$ cat src/rtl/divider.sv
// 64-by-6 unsigned restoring divider, one quotient bit per clock, MSB first.
// Define DIVIDER_ZERO_SHORTCUT_EN to finish a divide-by-zero one cycle after start.
module divider (
  input  logic        clk,
  input  logic        reset_n,
  input  logic        op_start,
  input  logic        op_clear,
  input  logic [63:0] dividend,
  input  logic [5:0]  divisor,
  output logic        op_done,
  output logic [63:0] quotient,
  output logic [5:0]  remainder,
  output logic        div_zero
);

  typedef enum logic [1:0] {IDLE, EXEC, DONE} state_t;

  state_t      r_state;
  logic [5:0]  r_count;
  logic [63:0] r_dvd;   // dividend bits shift out the top, quotient bits shift in the bottom
  logic [5:0]  r_dsr;
  logic [5:0]  r_prem;

  logic [6:0]  w_shift;
  logic        w_qbit;
  logic [5:0]  w_diff;
  logic [5:0]  w_prem_next;
  logic [63:0] w_quo_next;

  // The 7-bit trial value can reach 125; once the subtraction succeeds the
  // result is below the divisor, so six bits of the difference are enough.
  always_comb begin
    w_shift     = {r_prem, r_dvd[63]};
    w_qbit      = (w_shift >= {1'b0, r_dsr});
    w_diff      = w_shift[5:0] - r_dsr;
    w_prem_next = w_qbit ? w_diff : w_shift[5:0];
    w_quo_next  = {r_dvd[62:0], w_qbit};
  end

  // NOTE: sequential state uses non-blocking assignments so every register
  // samples the pre-edge values regardless of statement order.
  always_ff @(posedge clk or negedge reset_n) begin
    if (!reset_n) begin
      r_state   <= IDLE;
      r_count   <= '0;
      r_dvd     <= '0;
      r_dsr     <= '0;
      r_prem    <= '0;
      op_done   <= 1'b0;
      quotient  <= '0;
      remainder <= '0;
      div_zero  <= 1'b0;
    end else begin
      case (r_state)
        IDLE: begin
          if (op_start) begin
            r_dvd   <= dividend;
            r_dsr   <= divisor;
            r_prem  <= '0;
            r_count <= '0;
            r_state <= EXEC;
          end
        end

        EXEC: begin
          if (op_clear) begin
            quotient  <= '0;
            remainder <= '0;
            r_state   <= IDLE;
          end
`ifdef DIVIDER_ZERO_SHORTCUT_EN
          else if (r_dsr == '0) begin
            quotient  <= '1;
            remainder <= r_dvd[5:0];
            div_zero  <= 1'b1;
            op_done   <= 1'b1;
            r_state   <= DONE;
          end
`endif
          else begin
            r_dvd   <= w_quo_next;
            r_prem  <= w_prem_next;
            r_count <= r_count + 6'd1;
            if (r_count == 6'd63) begin
              quotient  <= w_quo_next;
              remainder <= w_prem_next;
              div_zero  <= (r_dsr == '0);
              op_done   <= 1'b1;
              r_state   <= DONE;
            end
          end
        end

        DONE: begin
          if (op_clear) begin
            op_done  <= 1'b0;
            div_zero <= 1'b0;
            r_state  <= IDLE;
          end
        end

        default: r_state <= IDLE;
      endcase
    end
  end

endmodule

$ cat config.mk
export PLATFORM = sky130hd
export DESIGN_NAME = divider
export DESIGN_NICKNAME = d
export VERILOG_FILES = /design/src/rtl/divider.sv
export SDC_FILE = /design/constraint.sdc
export NUM_CORES = 1
export LEC_CHECK = 0
export CELL_PAD_IN_SITES_DETAIL_PLACEMENT = 1
export CELL_PAD_IN_SITES_GLOBAL_PLACEMENT = 1
export CORE_MARGIN = 1
export CORE_UTILIZATION = 45
export CTS_BUF_LIST = sky130_fd_sc_hd__clkbuf_8
export CTS_CLUSTER_DIAMETER = 120
export DETAILED_ROUTE_END_ITERATION = 10
export PLACE_DENSITY_LB_ADDON = 0.1
export SLEW_MARGIN = 20
export SYNTH_ARGS = -nofsm -noshare
export SYNTH_HDL_FRONTEND = slang
export SYNTH_SLANG_ARGS = --single-unit
$ cat constraint.sdc
create_clock -name clk -period 5.5 [get_ports clk]
set_input_delay 0.825 -clock clk [delete_from_list [all_inputs] [get_ports clk]]
set_output_delay 0.825 -clock clk [all_outputs]
set_load 0.05 [all_outputs]
After elaboration in Yosys (flattened, before gate mapping) --
Cells that the tools add are included.
Cells by class: add/sub/neg operators 2, multipliers 0, divide/modulo/power cells 0, order comparisons 1, equality and inequality tests 8, shift-type cells 0, mux-type cells 25, bitwise logic cells 0, reduce and logical (&&, ||, !) cells 10
Operators by type and width (number):
- 64-bit two-way mux | 4
- 64-bit case mux with 2 select lines | 1
- 6-bit two-way mux | 6
- 6-bit case mux with 2 select lines | 2
- 2-bit two-way mux | 4
- 2-bit inequality test (second input constant) | 4
- 7-bit by 6-bit >= comparator with 1-bit output | 1
- 6-bit by 1-bit adder with 6-bit output (second input constant) | 1
- 6-bit == test (second input constant) | 1
- 6-bit logical NOT | 1
- 2-bit case mux with 3 select lines | 1
- 3-bit AND reduction | 2
- 2-bit nonzero test | 3
- 6-bit subtractor | 1
- 1-bit two-way mux | 5
- 1-bit case mux with 2 select lines | 2
- 2-bit AND reduction | 2
- 4-bit AND reduction | 1
- 3-bit inequality test (second input constant) | 1
- 2-bit by 1-bit == test with 1-bit output (second input constant) | 1
- 2-bit == test (second input constant) | 1
- 2-bit logical NOT | 1
Storage, ports and cells: flip-flop bits (word level) 156, bits in latches 0, bits in writable memories 0, ROM bits 0, bits of input ports 74, memories 0

Logic depth before layout (Yosys ltp) --
Gate-level depths: netlist of run 1.
depth in word-level cells 4, mapped depth 9, mapped depth without buffers 9

Worst setup path before layout of run 1 --
No wires, ideal clock.
path type input -> register, start input port op_clear, end register r_dvd[13], library setup time 0.132 ns, arrival 1.824 ns, slack 3.544 ns, stages on the path 7, cells stage by stage clkbuf_1 -> nor3b_4 -> nor2_4 -> buf_6 -> buf_2 -> nand2_1 -> o21ai_1
Between the ends: longest elaborated chain between the ends 2
Ends and longest elaborated chain:
- start: declaration | line 7 | input logic op_clear,
- 2-bit inequality test (no line)
- 3-bit AND reduction (no line)
- end signal: assignment | line 57 | r_dvd <= dividend;
- end signal: assignment | line 81 | r_dvd <= w_quo_next;
- end: declaration | line 20 | logic [63:0] r_dvd;
Every way passes these cells. A chain may end at the register's enable or synchronous reset.

Worst setup path after layout of run 1 --
start input port op_clear, end register r_dvd[63]
The elaborated chain is that of the path after synthesis.

==> out/results.txt, run 1 <==
Power Internal - 2160 uW
Synth Register Bits - 156
Vias - 4,915
Rows - 44
Largest net degree at the start of global routing - 134
Final core occ - 0.593
Slew HR - 0.347
H-tree levels - 4
Top cells by area, synth - dfrtp_1 (58%), mux2i_1 (10%), a22o_1 (8.7%), nand2_1 (4.8%), o21ai_1 (3.9%)
Hold WC Path Type - flip-flop to flip-flop
Final Power - 3180 uW
Global-route wire length before repair - 28.5 mm
Sequential power share - 0.475
Clock share of power - 0.275
Post_cts resized - 0
Vias in the first global route - 5,418
Buf/Inv on CP - 2
Period minus WS final - 2.55 ns
Fin. Hold Viols - 0
Ant. Diodes - 0
# hold bufs at CTS - 0
Post-DP HPWL - 11.2 mm
Switch share - 0.322
Die Footprint - 15,500 sq um
EDFF count, synth - 0
CORE AREA - 14,600 sq um
Worst path slowest cell - clkdlybuf4s50_1
First-iteration detailed-routing DRC count - 260
Share of layout cells above drive strength 1 - 0.0657
Fmax - 0.392 GHz
DR pass1 iterations - 4
Async SR Flop Fraction - 1.00
Crit-path cells - clkdlybuf4s50_1 -> nor3b_4 -> nor2_4 -> buf_6 -> o21ai_0
PD cells - 368 nW/um^2
Comb pwr share - 0.250
Synth cell count leaders - dfrtp_1 (156), nand2_1 (87), mux2i_1 (70)
Worst vdd ir - 0.212 mV
I/O Buffers - 145
Largest delay contributor family on the critical path - buffers and inverters
Clock Latency Late Sink - 0.44 ns
Critical Path Start Type - primary input
PnR worst setup slack - 2.95 ns
RSZ-0062 raised after global routing - false
Crit-path max FO - 133
Clk buf depth - 2
CP required - 5.76 ns
DIE WIDTH - 125 microns
Clock-pin slew on the worst setup and hold paths - 0.08 ns
Nets - 788
CTS buffer count - 17
IO Pins - 146
Worst slew pin tran - 0.980 ns
Post-Synthesis Cell Area - 6760 sq um
Yosys top cell by area - dfrtp_1
Post-synth top area share - 0.578
DRC errors left - 0
Most common cell in the netlist - dfrtp_1
Setup Skew - 0.00870 ns
Post-synthesis sequential area ratio - 0.578
Number of antenna violations at the first check in global routing - 1
Post-Route Setup TNS - 0 ns
Slowest stage delay, CP - 0.66 ns
Die Span Y - 125 microns
Post-Syn Instances - 574
Clock root cell - clkbuf_8
Final global-route overflow total - 0
GP Congestion - 0.813
Post-place setup slack - 2.53 ns
CTS tree - built
Switch Pwr - 1020 uW
Syn Nets - 657
Fin. max-slew vios - 0
Unique masters post-synth - 38
Tcrit/Tclk final - 0.464
Setup Fix Bufs, Post-CTS - 0
Final WL - 17.0 mm
Final setup viols - 0
Crit path DAT - 2.81 ns
Ys flop type - dfrtp_1
Syn_area_per_cell - 11.8 sq um
CP endpoint kind - flip-flop
CP Class - primary input to flip-flop
Clk sinks - 156
Max Cap Viol - 0
Initial Util - 0.463
DR WL/cell - 18.9 microns
Status - completed
DR vias/cell - 5.47
Remaining antenna violation count after routing - 0
Total GRT Usage - 0.232
Area delta synth->final - 28.0%
Ys Warns - 0
P_leak - 0.00395 uW
cell usage in the layout (no fill, tap or decap), types with 2 or more instances in the layout:
| master | synthesis | routed |
|---|---|---|
| a21o_1 | 4 | 4 |
| a21oi_1 | 6 | 6 |
| a22o_1 | 67 | 67 |
| a31oi_1 | 2 | 2 |
| and3_1 | 3 | 3 |
| buf_4 | 1 | 3 |
| buf_6 | 13 | 2 |
| bufinv_16 | 0 | 2 |
| clkbuf_8 | 0 | 24 |
| clkdlybuf4s50_1 | 0 | 144 |
| dfrtp_1 | 156 | 156 |
| ha_1 | 8 | 8 |
| inv_1 | 8 | 9 |
| mux2i_1 | 70 | 70 |
| nand2_1 | 87 | 87 |
| nand2b_1 | 4 | 4 |
| nand3_1 | 2 | 2 |
| nand4_1 | 2 | 2 |
| nor2_1 | 7 | 7 |
| nor2_2 | 3 | 2 |
| nor2_4 | 1 | 2 |
| nor2b_1 | 3 | 2 |
| nor3b_4 | 2 | 2 |
| o21ai_0 | 29 | 29 |
| o21ai_1 | 53 | 53 |
| o21ai_4 | 1 | 2 |
| xor2_1 | 6 | 6 |
through the flow:
step	std cells	hold slack (ns)	area (sq um)
4_1_cts	899	0.497	8640
5_1_grt	899	0.525	8650
2_1_floorplan	574	0.450	6760
3_3_place_gp	870	0.471	8240
3_5_place_dp	870	0.478	8240
6_report	899	0.492	8650
kinds of logic (layout without fill, tap and decap cells):
family          count (synthesis)  count (layout)  share of synthesized area
xor+xnor                        7               7                    0.00907
buf+inv                        46             187                     0.0431
compound gates                167             167                      0.168
fa+ha+maj                       9               9                     0.0178
flops                         156             156                      0.578
simple gates                  118             118                     0.0787
mux                            71              71                      0.105
tightest hold or removal path, stage by stage, from the launching register on:
cell and delay (ns):
dfrtp_1 0.34, nand2_1 0.05, o21ai_1 0.06
registers in the layout (all words and copies together) (netlist names):
name / cells
remainder: 6
op_done: 1
r_count: 6
r_dsr: 6
r_prem: 6
r_state: 2
div_zero: 1
r_dvd: 64
quotient: 64
final timing paths:
check                              from           end  slack [ns]  depth (start not counted)
max                            op_clear     r_dvd[63]        2.95                          5
max reg2reg                  r_state[1]     r_dvd[63]        3.33                          4
min reg2reg                remainder[5]  remainder[5]        0.49                          2
min                        remainder[5]  remainder[5]        0.49                          2
max in group asynchronous       reset_n     r_dvd[43]        3.88                          2
min in group asynchronous       reset_n  quotient[48]        0.53                          1
power by group through the flow:
stage / logic [uW] / clock network, uW / registers, uW
after floorplan: 598 / 0 / 1480
after global placement: 755 / 0 / 1520
after detailed placement: 803 / 0 / 1530
after CTS: 808 / 898 / 1510
after global routing: 900 / 932 / 1540
final: 795 / 876 / 1510
layer usage:
metal  share of wire  GRT usage
met2            0.50      0.387
met1            0.45      0.296
met4           0.018     0.0808
met5         0.00070          0
met3           0.039     0.0520
final cells by class:
type / instances / area, sq um
Inverter: 8 / 30.0
Sequential cell: 156 / 3900
Clock inverter: 6 / 85.1
Multi-Input combinational cell: 372 / 2580
Fill cell: 1508 / 5940
Tap cell: 184 / 230
Timing Repair Buffer: 150 / 1500
Clock buffer: 23 / 317
Note: power is estimated with default switching activity, not from simulation.
==> run 2: changes to the inputs <==
Settings changed: CORE_UTILIZATION 45 to 37.
Clock period 5.5 ns to 2.2 ns, I/O delays scaled along.
==> run 2 against run 1 <==
Compared with the run above: wire length is 2.4% higher; combinational power grew to 2.6 times the previous value; utilization is 9.4 points lower; cell count is 6.5% higher; worst hold slack worse by 0.23 ns; critical endpoint is now r_prem[4]; sequential cell count stayed put; highest routed layer is now met4.
==> out/results.txt, run 2 (synthesis results as in run 1) <==
Post-DP HPWL - 12.1 mm (was 11.2 mm)
Buf/Inv on CP - 2 (unchanged)
CORE AREA - 17,900 sq um (was 14,600 sq um)
Initial Util - 0.377 (was 0.463)
Max Cap Viol - 0 (unchanged)
CTS buffer count - 17 (unchanged)
Crit-path max FO - 3 (was 133)
Vias - 4,963 (was 4,915)
Setup Fix Bufs, Post-CTS - 0 (unchanged)
Final WL - 17.4 mm (was 17.0 mm)
Slowest stage delay, CP - 0.39 ns (was 0.66 ns)
GP Congestion - 0.749 (was 0.813)
Worst path slowest cell - dfrtp_1 (was clkdlybuf4s50_1)
CP Class - flip-flop to flip-flop (was primary input to flip-flop)
I/O Buffers - 145 (unchanged)
Crit path DAT - 2.39 ns (was 2.81 ns)
Dpl cell area - 8480 sq um (was 8240 sq um)
P_leak - 0.00405 uW (was 0.00395 uW)
RSZ-0062 raised after global routing - false (unchanged)
Fin. Hold Viols - 0 (unchanged)
Commonest non-fill, non-tap cells in the layout - dfrtp_1 (156), clkdlybuf4s50_1 (144), nand2_1 (87), mux2i_1 (70), a22o_1 (67) (unchanged)
First-iteration detailed-routing DRC count - 149 (was 260)
CTS tree - built (unchanged)
CP endpoint kind - flip-flop (unchanged)
Post-Route Setup TNS - 0 ns (unchanged)
Hold WC Path Type - primary input to async pin (was flip-flop to flip-flop)
DR pass1 iterations - 4 (unchanged)
PD cells - 923 nW/um^2 (was 368 nW/um^2)
Share of layout cells above drive strength 1 - 0.0810 (was 0.0657)
CP required - 2.55 ns (was 5.76 ns)
# hold bufs at CTS - 1 (was 0)
Period minus WS final - 2.04 ns
Die Span Y - 137 microns (was 125 microns)
Largest delay contributor family on the critical path - compound AO/OA/AOI/OAI gates (was buffers and inverters)
CP Depth - 9 (was 5)
DIE WIDTH - 137 microns (was 125 microns)
DR vias/cell - 5.19 (was 5.47)
Worst slew pin tran - 0.595 ns (was 0.980 ns)
Remaining antenna violation count after routing - 0 (unchanged)
IO Pins - 146 (unchanged)
Crit-path cells - inv_1 -> ha_1 -> inv_1 -> fa_1 -> a21o_1 -> a21oi_1 -> xnor2_1 -> mux2i_1 -> o21ai_0 (was clkdlybuf4s50_1 -> nor3b_4 -> nor2_4 -> buf_6 -> o21ai_0)
Final Cell Area - 8930 sq um (was 8650 sq um)
H-tree levels - 4 (unchanged)
Rows - 49 (was 44)
Final global-route overflow total - 0 (unchanged)
Clock root cell - clkbuf_8 (unchanged)
Fin. max-slew vios - 0 (unchanged)
Nets - 799 (was 788)
DP Cell Count - 925 (was 870)
Post_cts resized - 0 (unchanged)
Worst vdd ir - 0.387 mV (was 0.212 mV)
Leading cell type in the layout, fill and taps excluded - dfrtp_1 (unchanged)
Clk buf depth - 2 (unchanged)
Die Footprint - 18,800 sq um (was 15,500 sq um)
Tcrit/Tclk final - 0.927
Ant. Diodes - 0 (unchanged)
DRC errors left - 0 (unchanged)
DR WL/cell - 18.2 microns (was 18.9 microns)
Clock-pin slew on the worst setup and hold paths - 0.09 ns (was 0.08 ns)
Clock Latency Late Sink - 0.45 ns (was 0.44 ns)
Status - completed (unchanged)
Final setup viols - 0 (unchanged)
Clk sinks - 156 (unchanged)
Global-route wire length before repair - 28.3 mm (was 28.5 mm)
Final Non-Filler Cells - 957 (was 899)
Fmax - 0.490 GHz
Vias in the first global route - 5,428 (was 5,418)
Critical Path Start Type - flip-flop (was primary input)
Number of antenna violations at the first check in global routing - 0 (was 1)
Total GRT Usage - 0.197 (was 0.232)
Largest net degree at the start of global routing - 66 (was 134)
Area delta synth->final - 32.2% (was 28.0%)
Slew HR - 0.603 (was 0.347)
Most frequent CP cell - inv_1
Setup Skew - 0.0181 ns (was 0.00870 ns)
Largest regs - quotient: 64 flops, r_dvd: 64 flops (unchanged)
R2R depth - 9 (was 4)
==> run 2: through the flow <==
stage / util / total power, uW / hold slack [ns] / worst slack, ns
3_5_place_dp: 0.474 / 5930 / 0.176 / 0.113
2_1_floorplan: - / 5190 / 0.0344 / 0.423
3_3_place_gp: 0.474 / 5780 / 0.177 / 0.203
4_1_cts: 0.499 / 8370 / 0.241 / 0.157
5_1_grt: 0.499 / 8780 / 0.244 / 0.0143
6_report: 0.499 / 8250 / 0.265 / 0.160
==> run 2: worst reg2reg max path, delay by kind of cell (launching register included) <==
kind            cells  cell delay (ns)
buf+inv             2             0.18
mux                 1             0.11
flops               1             0.39
fa+ha+maj           2             0.56
compound gates      3             0.57
xor+xnor            1             0.13
==> run 2: final timing paths <==
kind	to	start	slack, ns
min in group clk	r_dsr[3]	divisor[3]	0.45
worst max register to register	r_prem[4]	r_dvd[63]	0.16
worst min register to register	remainder[1]	remainder[1]	0.49
worst max-delay path	r_prem[4]	r_dvd[63]	0.16
max in group asynchronous	r_dvd[33]	reset_n	1.21
worst min-delay path	quotient[51]	reset_n	0.26
==> run 2: layout make-up <==
class                   instances  area [sq um]
inverters                       8          30.0
clock buffers                  19           262
multi-input cells             372          2580
flip-flops and latches        156          3900
well taps                     229           287
fillers                      1887          8970
repair buffers                161          1690
clock inverters                12           184
==> run 2: layer usage <==
metal / GRT usage / part of all wire / vias to the layer above
li1: - / - / 2328
met1: 0.256 / 0.45 / 2510
met2: 0.324 / 0.49 / 109
met3: 0.0478 / 0.046 / 16
met4: 0.0611 / 0.012 / 0
met5: 0 / 0 / -
==> run 2: where the power goes <==
group | internal, uW | total, uW | switching [uW]
registers | 3350 | 3790 | 437
logic | 921 | 2050 | 1120
clock network | 1310 | 2410 | 1110
==> run 3: changes to the inputs <==
Settings changed: SLEW_MARGIN 20 to 15.
==> results of run 3 <==
The final DEF is identical to that of run 2; final timing and power are the same.
